==> src/rtl/sdram_burst_scheduler.sv <==
// Arbitrates the full-page SDRAM controller between the sobel write FIFO and the VGA read FIFO.
// Define SDRAM_SCHED_DBUF_EN for double-buffered frame addressing (default: single buffer).
module sdram_burst_scheduler #(
   parameter int unsigned ADDR_W          = 15,
   parameter int unsigned CNT_W           = 10,
   parameter int unsigned BURST_LEN       = 512,
   parameter int unsigned PAGES_PER_FRAME = 600,
   parameter int unsigned RD_LOW_WM       = 250,
   parameter int unsigned MAX_WR_RUN      = 4
) (
   input  logic              clk,
   input  logic              rst_n,
   input  logic              enable,
   input  logic [CNT_W-1:0]  wr_level,
   input  logic [CNT_W-1:0]  rd_level,
   input  logic              ctrl_ready,
   output logic              ctrl_rw_en,
   output logic              ctrl_rw,
   output logic [ADDR_W-1:0] ctrl_addr,
   output logic              wr_frame_done,
   output logic              rd_frame_done,
   output logic              busy
);

   localparam int unsigned PageW = $clog2(PAGES_PER_FRAME);
   localparam int unsigned RunW  = $clog2(MAX_WR_RUN + 1);

   localparam logic [PageW-1:0] LastPage  = PageW'(PAGES_PER_FRAME - 1);
   localparam logic [CNT_W-1:0] BurstThr  = CNT_W'(BURST_LEN);
   localparam logic [CNT_W-1:0] RdLowThr  = CNT_W'(RD_LOW_WM);
   localparam logic [RunW-1:0]  RunMax    = RunW'(MAX_WR_RUN);
   localparam logic [1:0]       WaitLoMax = 2'd3;

   localparam logic [2:0] StPrime  = 3'd0;
   localparam logic [2:0] StArb    = 3'd1;
   localparam logic [2:0] StIssue  = 3'd2;
   localparam logic [2:0] StWaitLo = 3'd3;
   localparam logic [2:0] StWaitHi = 3'd4;

   logic [2:0]        state_q, state_d;
   logic              primed_q, primed_d;
   logic [PageW-1:0]  wr_ptr_q, wr_ptr_d;
   logic [PageW-1:0]  rd_ptr_q, rd_ptr_d;
   logic [RunW-1:0]   wr_run_q, wr_run_d;
   logic [1:0]        wait_cnt_q, wait_cnt_d;
   logic              gnt_rd_q, gnt_rd_d;
   logic              rw_en_q, rw_en_d;
   logic              rw_q, rw_d;
   logic [ADDR_W-1:0] addr_q, addr_d;
   logic              wfd_q, wfd_d;
   logic              rfd_q, rfd_d;
   logic              busy_q, busy_d;

`ifdef SDRAM_SCHED_DBUF_EN
   localparam logic [ADDR_W-1:0] FrameOfs = ADDR_W'(PAGES_PER_FRAME);
   logic              wr_buf_q, wr_buf_d;
   logic              rd_buf_q, rd_buf_d;
`endif

   logic wreq, rreq, grant_wr;

   function automatic logic [PageW-1:0] next_page(input logic [PageW-1:0] p);
      return (p == LastPage) ? '0 : p + PageW'(1);
   endfunction

   assign wreq     = (wr_level >= BurstThr);
   assign rreq     = primed_q && (rd_level < RdLowThr);
   // A pending read only wins once the write run has hit its cap.
   assign grant_wr = wreq && !(rreq && (wr_run_q == RunMax));

   always_comb begin
      state_d    = state_q;
      primed_d   = primed_q;
      wr_ptr_d   = wr_ptr_q;
      rd_ptr_d   = rd_ptr_q;
      wr_run_d   = wr_run_q;
      wait_cnt_d = wait_cnt_q;
      gnt_rd_d   = gnt_rd_q;
      rw_en_d    = 1'b0;
      rw_d       = rw_q;
      addr_d     = addr_q;
      wfd_d      = 1'b0;
      rfd_d      = 1'b0;
`ifdef SDRAM_SCHED_DBUF_EN
      wr_buf_d   = wr_buf_q;
      rd_buf_d   = rd_buf_q;
`endif

      case (state_q)
         StPrime: begin
            if (enable && ctrl_ready && wreq) begin
               gnt_rd_d = 1'b0;
               primed_d = 1'b1;
               wr_run_d = '0;
               state_d  = StIssue;
            end
         end

         StArb: begin
            if (enable && ctrl_ready) begin
               if (grant_wr) begin
                  gnt_rd_d = 1'b0;
                  state_d  = StIssue;
                  if (!rreq) begin
                     wr_run_d = '0;
                  end else if (wr_run_q != RunMax) begin
                     wr_run_d = wr_run_q + RunW'(1);
                  end
               end else if (rreq) begin
                  gnt_rd_d = 1'b1;
                  wr_run_d = '0;
                  state_d  = StIssue;
               end
            end
         end

         StIssue: begin
            rw_en_d    = 1'b1;
            rw_d       = gnt_rd_q;
            wait_cnt_d = '0;
            state_d    = StWaitLo;
            if (gnt_rd_q) begin
               addr_d   = ADDR_W'(rd_ptr_q);
               rfd_d    = (rd_ptr_q == LastPage);
               rd_ptr_d = next_page(rd_ptr_q);
`ifdef SDRAM_SCHED_DBUF_EN
               if (rd_buf_q) addr_d = ADDR_W'(rd_ptr_q) + FrameOfs;
               // Read side follows the most recently completed write frame.
               if (rd_ptr_q == LastPage) rd_buf_d = ~wr_buf_q;
`endif
            end else begin
               addr_d   = ADDR_W'(wr_ptr_q);
               wfd_d    = (wr_ptr_q == LastPage);
               wr_ptr_d = next_page(wr_ptr_q);
`ifdef SDRAM_SCHED_DBUF_EN
               if (wr_buf_q) addr_d = ADDR_W'(wr_ptr_q) + FrameOfs;
               if (wr_ptr_q == LastPage) wr_buf_d = ~wr_buf_q;
`endif
            end
         end

         StWaitLo: begin
            // Guard against a controller that never drops ready for this command.
            if (!ctrl_ready) begin
               state_d = StWaitHi;
            end else if (wait_cnt_q == WaitLoMax) begin
               state_d = StArb;
            end else begin
               wait_cnt_d = wait_cnt_q + 2'd1;
            end
         end

         StWaitHi: begin
            if (ctrl_ready) state_d = StArb;
         end

         default: state_d = StPrime;
      endcase

      busy_d = (state_d == StIssue) || (state_d == StWaitLo) || (state_d == StWaitHi);
   end

   always_ff @(posedge clk or negedge rst_n) begin
      if (!rst_n) begin
         state_q    <= StPrime;
         primed_q   <= 1'b0;
         wr_ptr_q   <= '0;
         rd_ptr_q   <= '0;
         wr_run_q   <= '0;
         wait_cnt_q <= '0;
         gnt_rd_q   <= 1'b0;
         rw_en_q    <= 1'b0;
         rw_q       <= 1'b0;
         addr_q     <= '0;
         wfd_q      <= 1'b0;
         rfd_q      <= 1'b0;
         busy_q     <= 1'b0;
`ifdef SDRAM_SCHED_DBUF_EN
         wr_buf_q   <= 1'b0;
         rd_buf_q   <= 1'b0;
`endif
      end else begin
         state_q    <= state_d;
         primed_q   <= primed_d;
         wr_ptr_q   <= wr_ptr_d;
         rd_ptr_q   <= rd_ptr_d;
         wr_run_q   <= wr_run_d;
         wait_cnt_q <= wait_cnt_d;
         gnt_rd_q   <= gnt_rd_d;
         rw_en_q    <= rw_en_d;
         rw_q       <= rw_d;
         addr_q     <= addr_d;
         wfd_q      <= wfd_d;
         rfd_q      <= rfd_d;
         busy_q     <= busy_d;
`ifdef SDRAM_SCHED_DBUF_EN
         wr_buf_q   <= wr_buf_d;
         rd_buf_q   <= rd_buf_d;
`endif
      end
   end

   assign ctrl_rw_en    = rw_en_q;
   assign ctrl_rw       = rw_q;
   assign ctrl_addr     = addr_q;
   assign wr_frame_done = wfd_q;
   assign rd_frame_done = rfd_q;
   assign busy          = busy_q;

   a_rw_en_gap: assert property (@(posedge clk) disable iff (!rst_n)
      ctrl_rw_en |=> !ctrl_rw_en [*2]);
   a_wfd_with_cmd: assert property (@(posedge clk) disable iff (!rst_n)
      wr_frame_done |-> (ctrl_rw_en && !ctrl_rw));
   a_rfd_with_cmd: assert property (@(posedge clk) disable iff (!rst_n)
      rd_frame_done |-> (ctrl_rw_en && ctrl_rw));

endmodule
==> config.mk <==
export PLATFORM = sky130hd
export DESIGN_NAME = sdram_burst_scheduler
export DESIGN_NICKNAME = d
export VERILOG_FILES = /design/src/rtl/sdram_burst_scheduler.sv
export SDC_FILE = /design/constraint.sdc
export NUM_CORES = 1
export LEC_CHECK = 0
export CORE_AREA = 2 2 79 81
export DETAILED_ROUTE_END_ITERATION = 10
export DIE_AREA = 0 0 81 83
export PLACE_DENSITY_LB_ADDON = 0.2
export SLEW_MARGIN = 20
export SYNTH_ARGS = -nofsm -noshare
export SYNTH_HDL_FRONTEND = slang
export SYNTH_SLANG_ARGS = --single-unit
export TNS_END_PERCENT = 10
==> constraint.sdc <==
create_clock -name clk -period 1.8 [get_ports clk]
set_input_delay 0.27 -clock clk [delete_from_list [all_inputs] [get_ports clk]]
set_output_delay 0.27 -clock clk [all_outputs]
set_load 0.005 [all_outputs]
==> out/qor.yml <==
critical_path:
  path_cells: "or3b_4, clkinv_8, and3_4, o21ai_0, a22o_1"
  path_buf_inv: 1
  critPathMaxFanout: 8
  r2r_end: "wr_ptr_q[4]$_DFFE_PN0P_"
  cp.arrival_ps: 1780
  r2r_cells: 5
  critical-path-slowest-cell: "or3b_4"
  cp.depth: 5
  regToRegSetupSlack_ps: 200
  crit_type: "reg -> reg"
  setup.worst_path.start: "state_q[2]$_DFF_PN0_"
  reg2reg_from: "state_q[2]$_DFF_PN0_"
  critPathMaxStageDelay_ps: 470
  crit_required_ps: 1980
  critPathTopFamily: "simple AND/OR/NAND/NOR gates"
  critPathCaptureType: "flop"
  endpoint: "wr_ptr_q[4]$_DFFE_PN0P_"
  start_kind: "flop"
sta:
  worst_slack_ps: 198
  fin_crit_sh: 0.890
  drv_slew: 0
  fin_tns_setup_ps: 0
  relSlewSlack: 0.666
  maxClockFrequency_mhz: 624
  hold_viol_final: 0
  finalSetupViolCount: 0
  finalClockSkew_ps: 8.96
  rsz0062_at_grt: "no"
  timing.final.crit_period_ps: 1600
  worst_slew_pin_slew_ps: 495
logic_synthesis:
  synth.area.top_cells: "dfrtp_1 49%, o21ai_0 5.4%, mux2i_1 4.8%"
  yosysTopAreaCellShare: 0.489
  synth_common_cells: "45 x dfrtp_1, 28 x nand2_1, 25 x o21ai_0"
  synth_cell_types: 52
  synth_edf_count: 0
  ys_seq_area_frac: 0.489
  syn_inst: 227
  synth_area_um2: 2300
  ys_ff_latch: 45
  yosys_warnings: 0
  yosysMostFrequentCell: "dfrtp_1"
  ys.flop_type: "dfrtp_1"
  synth_area_leader_cell: "dfrtp_1"
  synth_area_per_cell_um2: 10.1
  ys_async_sr_fraction: 1.00
clock_network:
  htree_levels: 2
  clk_path_buf_depth: 2
  cts.sinks: 45
  cts_root_buf: "clkbuf_8"
  cts.clk_slew.worst_paths_ps: 80
  post_cts_buffers: 0
  clock_latency_ps: 290
  numCtsBuffers: 5
  tritoncts: "done"
routing:
  postRouteAntennaNets: 0
  num_vias: 1727
  drt-total-wl_um: 4380
  dr.pass1.iters: 4
  first_iter_violations: 110
  drc: 0
  wl_per_cell_um: 12.6
  avgViaCountPerCell: 4.98
run:
  drv_cap: 0
die:
  die_w_um: 81
  design.core.area_um2: 5820
  die_y_um: 83
  ioPinCount: 44
  die_area_um2: 6720
  num_rows: 28
  initial_core_util: 0.396
global_routing:
  grt_pass1_wl_um: 7580
  grt_pass1_vias: 1625
  grt.overflow.total: 0
  grt_max_degree: 26
  grtUsageTotal: 0.142
  antenna_found_initial: 0
worst_hold_path:
  hold_class: "reg -> reg"
power:
  powerDensity_nw_per_um2: 1110
  p_leak_nw: 1.32
  vdd_drop_max_v: 0.000462
final_layout:
  syn_to_final_growth_pct: 23.6
  drive_above_1_share: 0.140
  antennaDiodeCount: 0
  fin_nets: 300
placed_design:
  place_congestion: 0.731
  io_buffers: 28
  dp_hpwl_um: 3320
  pre_cts_slack_ps: 23.5
run_status:
  status: "completed"
-- per-layer routing --
layer,share of wire,up-vias,track usage,routed length (µm)
met4,0.013,0,0.0508,57
li1,-,868,-,-
met5,0,-,0,0
met1,0.49,818,0.199,2120
met2,0.46,37,0.218,2030
met3,0.038,4,0.0261,165
-- what timing repair did --
item,in CTS,in global routing
gates resized for setup,0,1
hold buffers,1,0
endpoints found under the hold margin,20,0
endpoints found under the setup margin,0,1
-- cell usage in the layout (no fill, tap or decap), drive strengths merged, types with 2 or more instances in the layout --
cell type      instances
mux2                   2
and3                   6
nor4bb                 2
nor4                   3
nor3                   3
clkinv                 3
a22o                   4
nor2b                  4
buf                   17
nor2                  18
dfrtp                 45
nand3                  6
conb                   5
and2                   3
mux2i                 11
xor2                   6
a22oi                  2
nand2b                 4
ha                     5
nand2                 28
o21ai                 27
xnor2                  5
nand4                  4
clkbuf                 6
or3                    2
a31oi                  2
clkdlybuf4s50         27
inv                    4
o21a                   2
or2                    3
-- worst min-delay path by stage --
stage / to / startpoint / depth (start not counted) / slack [ps]
floorplan: busy$_DFF_PN0_ / rst_n / 0 / -30
global placement: wr_ptr_q[6]$_DFFE_PN0P_ / rst_n / 1 / 280
detailed placement: wr_ptr_q[6]$_DFFE_PN0P_ / rst_n / 1 / 270
CTS: primed_q$_DFFE_PN0P_ / primed_q$_DFFE_PN0P_ / 1 / 480
global route: primed_q$_DFFE_PN0P_ / primed_q$_DFFE_PN0P_ / 1 / 500
finish: primed_q$_DFFE_PN0P_ / primed_q$_DFFE_PN0P_ / 1 / 470
-- kinds of logic after synthesis --
| family | share of synthesized area |
|---|---|
| AO/OA/AOI/OAI | 0.119 |
| XOR/XNOR | 0.0418 |
| adder cells (fa/ha/maj) | 0.0272 |
| buffers and inverters | 0.0489 |
| flip-flops | 0.489 |
| multiplexers | 0.0576 |
| other | 0.00163 |
| AND/OR/NAND/NOR | 0.215 |
-- cell type report --
cell class,instances,area [µm²]
Timing Repair Buffer,45,418
Sequential cell,45,1130
Clock inverter,2,13.8
Fill cell,574,2970
Tap cell,75,93.8
Multi-Input combinational cell,169,1080
Inverter,5,31.3
Clock buffer,6,82.6
-- sequential cells by signal, summed over array words and instances (netlist names) --
name	flops
wr_frame_done	1
gnt_rd_q	1
ctrl_rw	1
ctrl_rw_en	1
state_q	3
rd_ptr_q	10
ctrl_addr	10
primed_q	1
wr_ptr_q	10
wait_cnt_q	2
busy	1
wr_run_q	3
rd_frame_done	1
-- power by group --
group	internal [mW]	switching, mW	leakage [nW]
Sequential	1.22	0.182	0.599
Clock	0.311	0.340	0.0512
Combinational	0.557	0.533	0.666
Total	2.09	1.05	1.32
-- through the flow --
| stage | hold WS [ps] | total power, mW | cells | instance area (µm²) | utilization |
|---|---|---|---|---|---|
| after floorplan | -25.6 | 2.11 | 231 | 2320 | - |
| after global placement | 276 | 2.49 | 338 | 2740 | 0.471 |
| after detailed placement | 271 | 2.52 | 338 | 2740 | 0.471 |
| after CTS | 483 | 3.18 | 347 | 2840 | 0.489 |
| after global routing | 503 | 3.38 | 347 | 2850 | 0.489 |
| final | 474 | 3.15 | 347 | 2850 | 0.489 |
(Power assumes the default switching activity.)
